==> src/rtl/uart_alu_pkg.sv <==
// Purpose : shared opcode / state definitions for the UART ALU datapath
//           (parser, ALU and tx framer all import this package).
// Contents: HDR_BYTES, opcode_e, parser_state_e, is_legal_op().
package uart_alu_pkg;

    localparam int HDR_BYTES = 4;

    typedef enum logic [7:0] {
        OP_ECHO = 8'hEC,
        OP_ADD  = 8'hAD,
        OP_MUL  = 8'h88,
        OP_DIV  = 8'h99
    } opcode_e;

    typedef enum logic [2:0] {
        ST_IDLE,
        ST_RSVD,
        ST_LEN_L,
        ST_LEN_H,
        ST_PAYLOAD,
        ST_DRAIN
    } parser_state_e;

    function automatic logic is_legal_op(input logic [7:0] op);
        case (op)
            OP_ECHO, OP_ADD, OP_MUL, OP_DIV: return 1'b1;
            default:                         return 1'b0;
        endcase
    endfunction

endpackage

==> src/rtl/uart_alu_pkt_parser_if.sv <==
// Purpose : byte-stream handshake bundle around uart_alu_pkt_parser.
// Signals : s_axis_* (bytes in from uart_rx), m_axis_* (payload out to ALU),
//           opcode_o / payload_len_o / hdr_valid_o / err_o (header status).
// Modports: slave  = parser side, master = environment side.
interface uart_alu_pkt_parser_if;
    import uart_alu_pkg::*;

    logic [7:0]  s_axis_tdata_i;
    logic        s_axis_tvalid_i;
    logic        s_axis_tready_o;
    logic [7:0]  m_axis_tdata_o;
    logic        m_axis_tvalid_o;
    logic        m_axis_tready_i;
    logic        m_axis_tlast_o;
    logic [7:0]  opcode_o;
    logic [15:0] payload_len_o;
    logic        hdr_valid_o;
    logic        err_o;

    modport slave (
        input  s_axis_tdata_i, s_axis_tvalid_i, m_axis_tready_i,
        output s_axis_tready_o, m_axis_tdata_o, m_axis_tvalid_o, m_axis_tlast_o,
        output opcode_o, payload_len_o, hdr_valid_o, err_o
    );

    modport master (
        output s_axis_tdata_i, s_axis_tvalid_i, m_axis_tready_i,
        input  s_axis_tready_o, m_axis_tdata_o, m_axis_tvalid_o, m_axis_tlast_o,
        input  opcode_o, payload_len_o, hdr_valid_o, err_o
    );

endinterface

==> src/rtl/uart_alu_idle_timer.sv <==
// Purpose : idle-gap down-counter. Reloads to TIMEOUT_CYCLES on clear,
//           counts down while enabled, pulses expire on the TIMEOUT_CYCLES-th
//           enabled cycle without a clear.
// Ports   : i_clk, i_reset (sync, active-high), i_clear, i_count_en, o_expire.
module uart_alu_idle_timer #(
    parameter int TIMEOUT_CYCLES = 200000
) (
    input  logic i_clk,
    input  logic i_reset,
    input  logic i_clear,
    input  logic i_count_en,
    output logic o_expire
);

    localparam logic [31:0] LOAD_VAL = 32'(TIMEOUT_CYCLES);

    logic [31:0] r_count;

    always_ff @(posedge i_clk) begin
        if (i_reset) begin
            r_count <= LOAD_VAL;
        end else if (i_clear) begin
            r_count <= LOAD_VAL;
        end else if (i_count_en) begin
            r_count <= (r_count == 32'd1) ? LOAD_VAL : r_count - 32'd1;
        end
    end

    assign o_expire = i_count_en && !i_clear && (r_count == 32'd1);

endmodule

==> src/rtl/uart_alu_pkt_parser.sv <==
// Purpose : frames the uart_rx byte stream for the ALU. Consumes the 4-byte
//           header {opcode, reserved, len_lsb, len_msb}, publishes opcode and
//           payload length, forwards payload bytes with tlast; drains and flags
//           unknown opcodes, flags illegal lengths.
// Ports   : clk_i, reset_i (sync, active-high), bus (uart_alu_pkt_parser_if.slave).
// Config  : UART_ALU_PARSER_TIMEOUT_EN enables the idle-gap abort
//           (TIMEOUT_CYCLES); without it the parser waits indefinitely.
module uart_alu_pkt_parser #(
    parameter logic [15:0] MAX_LEN        = 16'd1024,
    parameter int          TIMEOUT_CYCLES = 200000
) (
    input  logic                  clk_i,
    input  logic                  reset_i,
    uart_alu_pkt_parser_if.slave  bus
);
    import uart_alu_pkg::*;

    localparam logic [15:0] HDR_LEN = 16'(HDR_BYTES);

    parser_state_e r_state, w_state_nxt;
    logic [7:0]  r_op;
    logic [7:0]  r_len_l;
    logic [15:0] r_remaining, w_remaining_nxt;
    logic [7:0]  r_out_data;
    logic        r_out_valid;
    logic        r_out_last;
    logic [7:0]  r_opcode;
    logic [15:0] r_payload_len;
    logic        r_hdr_valid;
    logic        r_err;

    logic        w_tready;
    logic        w_accept;
    logic [15:0] w_len;
    logic        w_hdr_pulse;
    logic        w_err_pulse;
    logic        w_load_out;
    logic        w_out_last_nxt;
    logic        w_timeout;

    // Header bytes never touch the output register, so only PAYLOAD is
    // throttled by it; this lets the next header flow in while the final
    // beat of the previous packet still waits on m_axis.
    assign w_tready = !reset_i &&
                      ((r_state != ST_PAYLOAD) || !r_out_valid || bus.m_axis_tready_i);
    assign w_accept = bus.s_axis_tvalid_i && w_tready;
    assign w_len    = {bus.s_axis_tdata_i, r_len_l};

`ifdef UART_ALU_PARSER_TIMEOUT_EN
    uart_alu_idle_timer #(
        .TIMEOUT_CYCLES (TIMEOUT_CYCLES)
    ) u_idle_timer (
        .i_clk      (clk_i),
        .i_reset    (reset_i),
        .i_clear    (w_accept || (r_state == ST_IDLE)),
        .i_count_en (r_state != ST_IDLE),
        .o_expire   (w_timeout)
    );
`else
    logic w_unused_timeout_cfg;
    assign w_unused_timeout_cfg = (TIMEOUT_CYCLES != 0);
    assign w_timeout = 1'b0;
`endif

    always_comb begin
        w_state_nxt     = r_state;
        w_remaining_nxt = r_remaining;
        w_hdr_pulse     = 1'b0;
        w_err_pulse     = 1'b0;
        w_load_out      = 1'b0;
        w_out_last_nxt  = 1'b0;
        case (r_state)
            ST_IDLE:  if (w_accept) w_state_nxt = ST_RSVD;
            ST_RSVD:  if (w_accept) w_state_nxt = ST_LEN_L;
            ST_LEN_L: if (w_accept) w_state_nxt = ST_LEN_H;
            ST_LEN_H: begin
                if (w_accept) begin
                    if ((w_len < HDR_LEN) || (w_len > MAX_LEN)) begin
                        // No drain: length is untrustworthy, resync on next byte.
                        w_err_pulse = 1'b1;
                        w_state_nxt = ST_IDLE;
                    end else begin
                        w_remaining_nxt = w_len - HDR_LEN;
                        w_hdr_pulse     = is_legal_op(r_op);
                        w_err_pulse     = !is_legal_op(r_op);
                        if (w_len == HDR_LEN)
                            w_state_nxt = ST_IDLE;
                        else
                            w_state_nxt = is_legal_op(r_op) ? ST_PAYLOAD : ST_DRAIN;
                    end
                end
            end
            ST_PAYLOAD: begin
                if (w_accept) begin
                    w_load_out     = 1'b1;
                    w_out_last_nxt = (r_remaining == 16'd1);
                    if (r_remaining == 16'd1)
                        w_state_nxt = ST_IDLE;
                    else
                        w_remaining_nxt = r_remaining - 16'd1;
                end
            end
            ST_DRAIN: begin
                if (w_accept) begin
                    if (r_remaining == 16'd1)
                        w_state_nxt = ST_IDLE;
                    else
                        w_remaining_nxt = r_remaining - 16'd1;
                end
            end
            default: w_state_nxt = ST_IDLE;
        endcase
        // Expiry only fires on a cycle with no accepted byte, so it never
        // coincides with a header result.
        if (w_timeout) begin
            w_state_nxt = ST_IDLE;
            w_err_pulse = 1'b1;
        end
    end

    always_ff @(posedge clk_i) begin
        if (reset_i) begin
            r_state       <= ST_IDLE;
            r_op          <= 8'd0;
            r_len_l       <= 8'd0;
            r_remaining   <= 16'd0;
            r_out_data    <= 8'd0;
            r_out_valid   <= 1'b0;
            r_out_last    <= 1'b0;
            r_opcode      <= 8'd0;
            r_payload_len <= 16'd0;
            r_hdr_valid   <= 1'b0;
            r_err         <= 1'b0;
        end else begin
            r_state     <= w_state_nxt;
            r_remaining <= w_remaining_nxt;
            r_hdr_valid <= w_hdr_pulse;
            r_err       <= w_err_pulse;
            if ((r_state == ST_IDLE) && w_accept)
                r_op <= bus.s_axis_tdata_i;
            if ((r_state == ST_LEN_L) && w_accept)
                r_len_l <= bus.s_axis_tdata_i;
            if (w_hdr_pulse) begin
                r_opcode      <= r_op;
                r_payload_len <= w_len - HDR_LEN;
            end
            if (w_load_out) begin
                r_out_data  <= bus.s_axis_tdata_i;
                r_out_valid <= 1'b1;
                r_out_last  <= w_out_last_nxt;
            end else if (bus.m_axis_tready_i) begin
                r_out_valid <= 1'b0;
                r_out_last  <= 1'b0;
            end
        end
    end

    assign bus.s_axis_tready_o = w_tready;
    assign bus.m_axis_tdata_o  = r_out_data;
    assign bus.m_axis_tvalid_o = r_out_valid;
    assign bus.m_axis_tlast_o  = r_out_last;
    assign bus.opcode_o        = r_opcode;
    assign bus.payload_len_o   = r_payload_len;
    assign bus.hdr_valid_o     = r_hdr_valid;
    assign bus.err_o           = r_err;

endmodule

==> src/flat_wrapper.sv <==
// flat-port wrapper written by rule: the top's interface ports become plain ports
module uart_alu_pkt_parser_flat import uart_alu_pkg::*;
#(
    parameter logic [15:0] MAX_LEN        = 16'd1024,
    parameter int          TIMEOUT_CYCLES = 200000
)
  (clk_i, reset_i, bus_s_axis_tdata_i, bus_s_axis_tvalid_i, bus_m_axis_tready_i, bus_s_axis_tready_o, bus_m_axis_tdata_o, bus_m_axis_tvalid_o, bus_m_axis_tlast_o, bus_opcode_o, bus_payload_len_o, bus_hdr_valid_o, bus_err_o);
  uart_alu_pkt_parser_if bus_i ();
  input  logic clk_i;
  input  logic reset_i;
  input wire logic [$bits(bus_i.s_axis_tdata_i)-1:0] bus_s_axis_tdata_i;
  input wire logic [$bits(bus_i.s_axis_tvalid_i)-1:0] bus_s_axis_tvalid_i;
  input wire logic [$bits(bus_i.m_axis_tready_i)-1:0] bus_m_axis_tready_i;
  output wire logic [$bits(bus_i.s_axis_tready_o)-1:0] bus_s_axis_tready_o;
  output wire logic [$bits(bus_i.m_axis_tdata_o)-1:0] bus_m_axis_tdata_o;
  output wire logic [$bits(bus_i.m_axis_tvalid_o)-1:0] bus_m_axis_tvalid_o;
  output wire logic [$bits(bus_i.m_axis_tlast_o)-1:0] bus_m_axis_tlast_o;
  output wire logic [$bits(bus_i.opcode_o)-1:0] bus_opcode_o;
  output wire logic [$bits(bus_i.payload_len_o)-1:0] bus_payload_len_o;
  output wire logic [$bits(bus_i.hdr_valid_o)-1:0] bus_hdr_valid_o;
  output wire logic [$bits(bus_i.err_o)-1:0] bus_err_o;
  assign bus_i.s_axis_tdata_i = bus_s_axis_tdata_i;
  assign bus_i.s_axis_tvalid_i = bus_s_axis_tvalid_i;
  assign bus_i.m_axis_tready_i = bus_m_axis_tready_i;
  assign bus_s_axis_tready_o = bus_i.s_axis_tready_o;
  assign bus_m_axis_tdata_o = bus_i.m_axis_tdata_o;
  assign bus_m_axis_tvalid_o = bus_i.m_axis_tvalid_o;
  assign bus_m_axis_tlast_o = bus_i.m_axis_tlast_o;
  assign bus_opcode_o = bus_i.opcode_o;
  assign bus_payload_len_o = bus_i.payload_len_o;
  assign bus_hdr_valid_o = bus_i.hdr_valid_o;
  assign bus_err_o = bus_i.err_o;
  uart_alu_pkt_parser #(.MAX_LEN(MAX_LEN), .TIMEOUT_CYCLES(TIMEOUT_CYCLES)) u_core (.clk_i(clk_i), .reset_i(reset_i), .bus(bus_i));
endmodule
==> config.mk <==
export PLATFORM = sky130hd
export DESIGN_NAME = uart_alu_pkt_parser_flat
export DESIGN_NICKNAME = d
export VERILOG_FILES = /design/src/rtl/uart_alu_pkg.sv /design/src/rtl/uart_alu_pkt_parser_if.sv /design/src/rtl/uart_alu_idle_timer.sv /design/src/rtl/uart_alu_pkt_parser.sv /design/src/flat_wrapper.sv
export SDC_FILE = /design/constraint.sdc
export NUM_CORES = 1
export LEC_CHECK = 0
export CAP_MARGIN = 20
export CORE_AREA = 3 3 81 159
export DETAILED_ROUTE_END_ITERATION = 8
export DIE_AREA = 0 0 84 162
export HOLD_SLACK_MARGIN = 0.12
export PLACE_DENSITY_LB_ADDON = 0.2
export SETUP_SLACK_MARGIN = 0.5
export SKIP_LAST_GASP = 1
export SLEW_MARGIN = 20
export SYNTH_ARGS = -nofsm -noshare
export SYNTH_HDL_FRONTEND = slang
export SYNTH_HIERARCHICAL = 1
export SYNTH_SLANG_ARGS = --single-unit
==> constraint.sdc <==
create_clock -name clk_i -period 6.1 [get_ports clk_i]
set_input_delay 1.22 -clock clk_i [delete_from_list [all_inputs] [get_ports clk_i]]
set_output_delay 1.22 -clock clk_i [all_outputs]
set_load 0.02 [all_outputs]
# Yosys cells after proc, flatten, opt, wreduce, memory -nomap -nowiden
# Index checks and enable logic that the tools add are counted.
# classes
addsub	2
n_reduce_logical	18
n_eq_ne	20
magnitude_cmp	2
muxes	34
bitwise	2
# ops
operator	count
two-way mux 16 bit	4
equality test 8 bit (second input constant)	4
one-hot mux 16 bit (2 select lines)	1
two-way mux 3 bit	8
two-way mux 1 bit	20
equality test 16 x 1 -> 1 bit (second input constant)	1
equality test 16 x 3 -> 1 bit (second input constant)	1
> comparator 16 x 11 -> 1 bit (second input constant)	1
< comparator 16 x 3 -> 1 bit (second input constant)	1
subtractor 16 x 1 -> 16 bit (second input constant)	1
subtractor 16 x 3 -> 16 bit (second input constant)	1
one-hot mux 3 bit (5 select lines)	1
inequality test 2 x 1 -> 1 bit (second input constant)	6
equality test 3 x 2 -> 1 bit (second input constant)	2
equality test 3 bit (second input constant)	2
AND reduction 6 bit	1
AND reduction 5 bit	1
logical AND 1 bit	4
inequality test 2 bit (second input constant)	2
nonzero test 2 bit	2
OR reduction 4 bit	1
equality test 3 x 1 -> 1 bit (second input constant)	1
zero test 1 bit	3
zero test 3 bit	1
other kinds (5)	8
# totals
register_bits	71
word_cells	89
input_bits	12
out_inout_bits	37

# Logic depth before layout (Yosys ltp)
# Gate-level depths: netlist (run 1).
# logic_depth
ltp_word	12
mapped_depth	8
depth_no_buf	7

# Least setup slack after synthesis (run 1)
# No wires, ideal clock.
# synth_timing
path_type	input to output
startpoint	input reset_i
endpoint	output bus_s_axis_tready_o
required_time_ns	4.880
path_buffers	2
path_slack_ns	2.975
stages	3
arrival_ns	1.905
cell_sequence	buf_2 > clkbuf_1 > nor2_1
# synth_via
elab_chain_cells	2
# synth_rtl
element	line	source
start, declared	flat_wrapper.sv:10	input logic reset_i;
zero test 1 bit	uart_alu_pkt_parser.sv:44	assign w_tready = !reset_i &&
logical AND 1 bit	uart_alu_pkt_parser.sv:44	
end, declared	flat_wrapper.sv:14	output wire logic [$bits(bus_i.s_axis_tready_o)-1:0] bus_s_axis_tready_o;
# No other way between the ends.

# Worst setup path after layout (run 1)
# layout_timing
startpoint	input bus_m_axis_tready_i
endpoint	output bus_s_axis_tready_o
# layout_via
elab_chain_cells	2
# layout_rtl
element	line	source
start, declared	flat_wrapper.sv:13	input wire logic [$bits(bus_i.m_axis_tready_i)-1:0] bus_m_axis_tready_i;
logical OR 1 bit	uart_alu_pkt_parser.sv:45	((r_state != ST_PAYLOAD) || !r_out_valid || bus.m_axis_tready_i);
logical AND 1 bit	uart_alu_pkt_parser.sv:44	
# No other way between the ends.

==> results of run 1 <==
## metal layers
| metal | global-route usage (%) | vias up | part of all wire, % |
|---|---|---|---|
| met5 | 0 | - | 0 |
| met4 | 6.30 | 0 | 1.6 |
| met3 | 2.13 | 10 | 2.1 |
| met2 | 28.6 | 46 | 58 |
| met1 | 16.0 | 1491 | 38 |
| li1 | - | 1505 | - |
## cells in the mapped netlist, types with 4 or more instances
cell type  count
a31oi_1        4
mux2i_1       25
nand2_1       17
clkbuf_1      12
o32ai_1       10
o21a_1         6
nor3_1         8
ha_1           4
o21ai_1        8
nand3_1       21
a21oi_1       52
nor3b_1        4
nor4_1         4
nand2b_1       4
buf_2         11
dfxtp_1       71
o32ai_2        4
buf_4          4
o21ai_0       12
xor2_1         5
nor2_1        51
inv_1         13
## where the power goes
group / switching (uW) / leakage (uW) / internal [uW] / total [uW]
Sequential: 7.73 / 0.000573 / 469 / 477
Combinational: 38.5 / 0.000777 / 25.5 / 64.0
Clock: 195 / 0.000136 / 296 / 491
Total: 241 / 0.00149 / 791 / 1030
## how the worst max path moves through the flow
| stage | startpoint | to | slack (ps) |
|---|---|---|---|
| floorplan | reset_i | bus_s_axis_tready_o | 2970 |
| finish | bus_m_axis_tready_i | bus_s_axis_tready_o | 2230 |
| global route | bus_m_axis_tready_i | bus_s_axis_tready_o | 2090 |
| global placement | bus_s_axis_tvalid_i | u_core/bus.opcode_o[2]$_SDFFE_PP0P_ | 2150 |
| detailed placement | bus_s_axis_tdata_i[0] | u_core/bus.opcode_o[2]$_SDFFE_PP0P_ | 2140 |
| CTS | bus_m_axis_tready_i | bus_s_axis_tready_o | 2210 |
## sequential cells by signal, summed over array words and instances, names as in the netlist
signal / count
u_core/bus.m_axis_tvalid_o: 1
u_core/r_op: 8
u_core/r_len_l: 8
u_core/bus.opcode_o: 8
u_core/r_remaining: 16
u_core/bus.payload_len_o: 16
u_core/bus.m_axis_tlast_o: 1
u_core/bus.err_o: 1
u_core/r_state: 3
u_core/bus.m_axis_tdata_o: 8
u_core/bus.hdr_valid_o: 1
## layout make-up
type                    count  area, sq um
fillers                  1234         7510
multi-input cells         285         1890
flip-flops and latches     71         1420
repair buffers             52          505
clock buffers              13          260
well taps                 145          181
inverters                  13         48.8
clock inverters             3         17.5
## cell families after synthesis
logic type	Yosys count	synth area share, %
and+or+nand+nor	137	21.1
adders and majority gates	4	1.43
DFF	71	40.5
muxes	25	7.13
xor gates and xnor gates	8	2.00
buffers and inverters	43	5.96
AOI/OAI and AO/OA	111	21.8
## metrics by stage
stage                     util, %  worst slack (ps)  power, uW  cells  hold slack, ps
after CTS                    36.5              2210       1040    582             468
after floorplan                 -              2970        528    399             438
after detailed placement     34.1              2140        551    566             455
after global placement       34.1              2150        550    566             450
after global routing         36.5              2090       1070    582             478
final                        36.5              2230       1030    582             464
## critical path, stage by stage
cell and delay [ps]:
clkdlybuf4s50_1 470, nand2b_1 190, nor3_1 60, nor2_1 100, clkdlybuf4s50_1 610
==> summary.txt, run 1 <==
Timing
  – Fin crit period: 3870 ps
  – Finish-stage setup viols: 0
  – Worst-margin pin slew: 1110 ps
  – Final Hold Fails: 0
  – Worst Skew: 6.97 ps
  – Max_slew headroom: 25.8%
  – Max Clk Rate: 258 MHz
  – Sum of negative setup slack: 0 ps
  – RSZ-0062 raised after global routing: false
  – Fin crit share: 63.5%
  – Pins Over Slew Limit: 0

GRT
  – Largest net degree at the start of global routing: 36
  – Vias in the first global route: 2980
  – Gr usage total: 15.0%
  – Global-route wire length before repair: 16100 um
  – Initial antenna violation count: 0
  – Gr ovfl total: 0

Clock tree
  – CTS-repair resized insts: 0
  – CTS H-tree lvls: 3
  – Clock-pin slew on the worst setup and hold paths: 60 ps
  – Worst-Skew Late Latency: 330 ps
  – CTS tree: done
  – Root buf cell: clkbuf_16
  – CTS Buffer Depth: 2
  – CTS Buf Count: 9
  – Clock net sink count: 71
  – Setup Buffers After CTS: 0
  – Count of hold-fix buffers inserted at cts: 0

Logic synthesis
  – Mean Syn Cell Area: 8.79 sq um
  – Yosys warnings: 6
  – Synth top area share: 40.5%
  – Post-Synthesis Cells: 399
  – Synth cell types: 57
  – Sequential-to-total area share from yosys stat: 40.5%
  – EDFF count, synth: 0
  – Post-synth top area cell: dfxtp_1
  – Asr flop ratio synth: 0%
  – Yosys reg bits: 71
  – Prevailing post-synth register cell: dfxtp_1
  – Top cells by area, synth: dfxtp_1, a21oi_1, mux2i_1
  – Mapped Area: 3510 sq um
  – Post-Syn Nets: 415

Detailed routing
  – Drt pass-1 iters: 4
  – DR WL/cell: 17.0 um
  – Initial drt markers: 132
  – Vias: 3052
  – WL final: 9890 um
  – DR vias/cell: 5.24
  – Routed Antenna Nets: 0
  – DRC Markers: 0

Placement
  – Area after DPL: 4040 sq um
  – Dpl hpwl: 7280 um
  – PortBufs: 48
  – Routability cong.: 0.841

Layout
  – Fin nets: 448
  – Commonest non-fill, non-tap cell in the layout: dfxtp_1
  – Most frequent cells in the layout: dfxtp_1, a21oi_1, nor2_1, clkdlybuf4s50_1, mux2i_1
  – Syn-to-layout area delta: 23.3%
  – Final instance area: 4330 sq um
  – ANT cells: 0
  – Share of cells above drive strength 1: 10.1%

Hold path
  – Worst Min Path Start: u_core/r_remaining[12]$_SDFFE_PP0P_
  – Worst Hold Depth: 2
  – Hold WC Path Type: reg2reg
  – Hold Crit Endpoint: u_core/r_remaining[12]$_SDFFE_PP0P_

Critical path
  – R2r startpoint: u_core/r_state[1]$_SDFFE_PP0P_
  – Critical path class: in2out
  – Crit-path max FO: 3
  – CP Data Arrival Time: 2650 ps
  – RR Endpoint: u_core/bus.m_axis_tdata_o[0]$_SDFFE_PP0P_
  – CP Capture Type: output pin
  – Worst R2R Setup Slack: 3550 ps
  – Path depth of the worst reg2reg path: 6
  – WP data required: 4880 ps
  – Worst setup SP type: input pin

Run
  – Maxcap violations: 0

Run status
  – Status: completed

Floorplan
  – Num rows: 56
  – Die area: 13600 sq um
  – Die H: 162 um
  – Initial Util: 29.6%
  – Die Wd: 84 um
  – Core ar.: 11800 sq um
  – I/O Pins: 49

Power
  – Max VDD drop: 142 uV
  – Power Dens Cells: 238 nW/um^2
  – Lkg Pwr: 0.00149 uW
Note: power is estimated with default switching activity, not from simulation.
==> run 2, diff against run 1 <==
Clock period 6.1 ns to 3.2 ns, I/O delays scaled along.
==> run 2 against run 1 <==
Clock power grew 130%. Setup slack lost 1600 ps. Clock skew is essentially flat. Sequential power grew 90%. Sequential share of layout area shrank 1.1 points. Critical endpoint is now u_core/bus.payload_len_o[3]$_SDFFE_PP0P_. Highest routed layer unchanged.
==> summary.txt, run 2 (synthesis gave the netlist of run 1 again) <==
Run status
  – Status: completed (unchanged)

Hold path
  – Hold WC Path Type: reg2reg (unchanged)

Placement
  – PortBufs: 48 (unchanged)
  – Area after DPL: 4150 sq um (was 4040 sq um)
  – Dpl hpwl: 7450 um (was 7280 um)
  – Placed cells: 579 (was 566)
  – Routability cong.: 0.813 (was 0.841)

Timing
  – Fin crit share: 79.4%
  – RSZ-0062 raised after global routing: false (unchanged)
  – Pins Over Slew Limit: 0 (unchanged)
  – Sum of negative setup slack: 0 ps (unchanged)
  – Max_slew headroom: 59.0% (was 25.8%)
  – Max Clk Rate: 393 MHz
  – Worst Skew: 7.07 ps (was 6.97 ps)
  – Worst-margin pin slew: 610 ps (was 1110 ps)
  – Finish-stage setup viols: 0 (unchanged)
  – Fin crit period: 2540 ps
  – Final Hold Fails: 0 (unchanged)

Clock tree
  – CTS H-tree lvls: 3 (unchanged)
  – CTS-repair resized insts: 1 (was 0)
  – Clock net sink count: 71 (unchanged)
  – Count of hold-fix buffers inserted at cts: 0 (unchanged)
  – Worst-Skew Late Latency: 340 ps (was 330 ps)
  – Root buf cell: clkbuf_16 (unchanged)
  – CTS tree: done (unchanged)
  – Setup Buffers After CTS: 0 (unchanged)
  – CTS Buf Count: 9 (unchanged)
  – Clock-pin slew on the worst setup and hold paths: 60 ps (about the same)
  – CTS Buffer Depth: 2 (unchanged)

Floorplan
  – Die H: 162 um (unchanged)
  – I/O Pins: 49 (unchanged)
  – Core ar.: 11800 sq um (unchanged)
  – Num rows: 56 (unchanged)
  – Die Wd: 84 um (unchanged)
  – Initial Util: 29.6% (unchanged)
  – Die area: 13600 sq um (unchanged)

Critical path
  – CP Capture Type: flop (was output pin)
  – WP data required: 3390 ps (was 4880 ps)
  – Worst R2R Setup Slack: 940 ps (was 3550 ps)
  – Crit-path max FO: 10 (was 3)
  – Critical path class: in2reg (was in2out)
  – Worst setup SP type: input pin (unchanged)
  – CP Data Arrival Time: 2740 ps (was 2650 ps)

Detailed routing
  – DR vias/cell: 5.22 (was 5.24)
  – WL final: 10100 um (was 9890 um)
  – Routed Antenna Nets: 0 (unchanged)
  – DRC Markers: 0 (unchanged)
  – Vias: 3103 (was 3052)
  – Initial drt markers: 122 (was 132)
  – DR WL/cell: 16.9 um (was 17.0 um)
  – Drt pass-1 iters: 4 (unchanged)

Layout
  – Fillers: 1220 (was 1234)
  – Final instance area: 4480 sq um (was 4330 sq um)
  – Post-route insts no fill: 595 (was 582)
  – Fin nets: 461 (was 448)
  – Multi-input logic area: 1880 sq um (was 1890 sq um)
  – Share of cells above drive strength 1: 13.1% (was 10.1%)
  – Most frequent cells in the layout: dfxtp_1, a21oi_1, nor2_1, clkdlybuf4s50_1, mux2i_1 (unchanged)
  – ANT cells: 0 (unchanged)
  – Syn-to-layout area delta: 27.7% (was 23.3%)
  – Commonest non-fill, non-tap cell in the layout: dfxtp_1 (unchanged)
  – Register area: 1420 sq um (unchanged)

GRT
  – Largest net degree at the start of global routing: 51 (was 36)
  – Initial antenna violation count: 0 (unchanged)
  – Vias in the first global route: 3153 (was 2980)
  – Gr usage total: 15.2% (was 15.0%)
  – Gr ovfl total: 0 (unchanged)
  – Global-route wire length before repair: 16200 um (was 16100 um)

Power
  – Max VDD drop: 258 uV (was 142 uV)
  – Lkg Pwr: 0.00158 uW (was 0.00149 uW)
  – Power Dens Cells: 481 nW/um^2 (was 238 nW/um^2)

Run
  – Maxcap violations: 0 (unchanged)
[run 2: layout make-up]
class                      instances  area share (%)
timing repair buffer              65            13.7
sequential                        71            31.7
clock inverter                     5            1.79
clock buffer                      11            5.64
tap                              145            4.05
inverter                          13            1.09
multi-input combinational        285            42.0
[run 2: final timing paths]
kind,from,endpoint,cells past startpoint
worst max-delay path,bus_s_axis_tdata_i[3],u_core/bus.payload_len_o[3]$_SDFFE_PP0P_,6
worst min-delay path,u_core/bus.opcode_o[7]$_SDFFE_PP0P_,u_core/bus.opcode_o[7]$_SDFFE_PP0P_,1
worst max register to register,u_core/r_len_l[2]$_SDFFE_PP0P_,u_core/bus.payload_len_o[3]$_SDFFE_PP0P_,7
worst min register to register,u_core/bus.opcode_o[7]$_SDFFE_PP0P_,u_core/bus.opcode_o[7]$_SDFFE_PP0P_,1
[run 2: routing by layer]
layer / up-vias / global-route usage, % / routed length, um
li1: 1525 / - / -
met1: 1499 / 15.4 / 3820
met2: 57 / 28.6 / 5630
met3: 22 / 2.84 / 237
met4: 0 / 8.49 / 388
met5: - / 0 / 0
[run 2: power by group]
group,total (uW),internal [uW],switching (uW)
logic,130,55.0,74.7
clock network,1120,724,394
registers,908,893,15.1
total,2160,1670,484
[run 2: critical path, cell delays in order]
cell and delay (ps):
clkdlybuf4s50_1 510, or4_4 600, nor2_2 190, o21a_1 250
and3_1 420, a211oi_2 120
[run 2: per-stage QoR]
step / util, % / worst slack, ps / total power, uW / hold WS (ps)
floorplan: - / 1120 / 1010 / 438
global placement: 35.0 / 363 / 1060 / 447
detailed placement: 35.0 / 270 / 1060 / 455
CTS: 37.8 / 622 / 2170 / 468
global route: 37.8 / 551 / 2220 / 487
finish: 37.8 / 658 / 2160 / 466
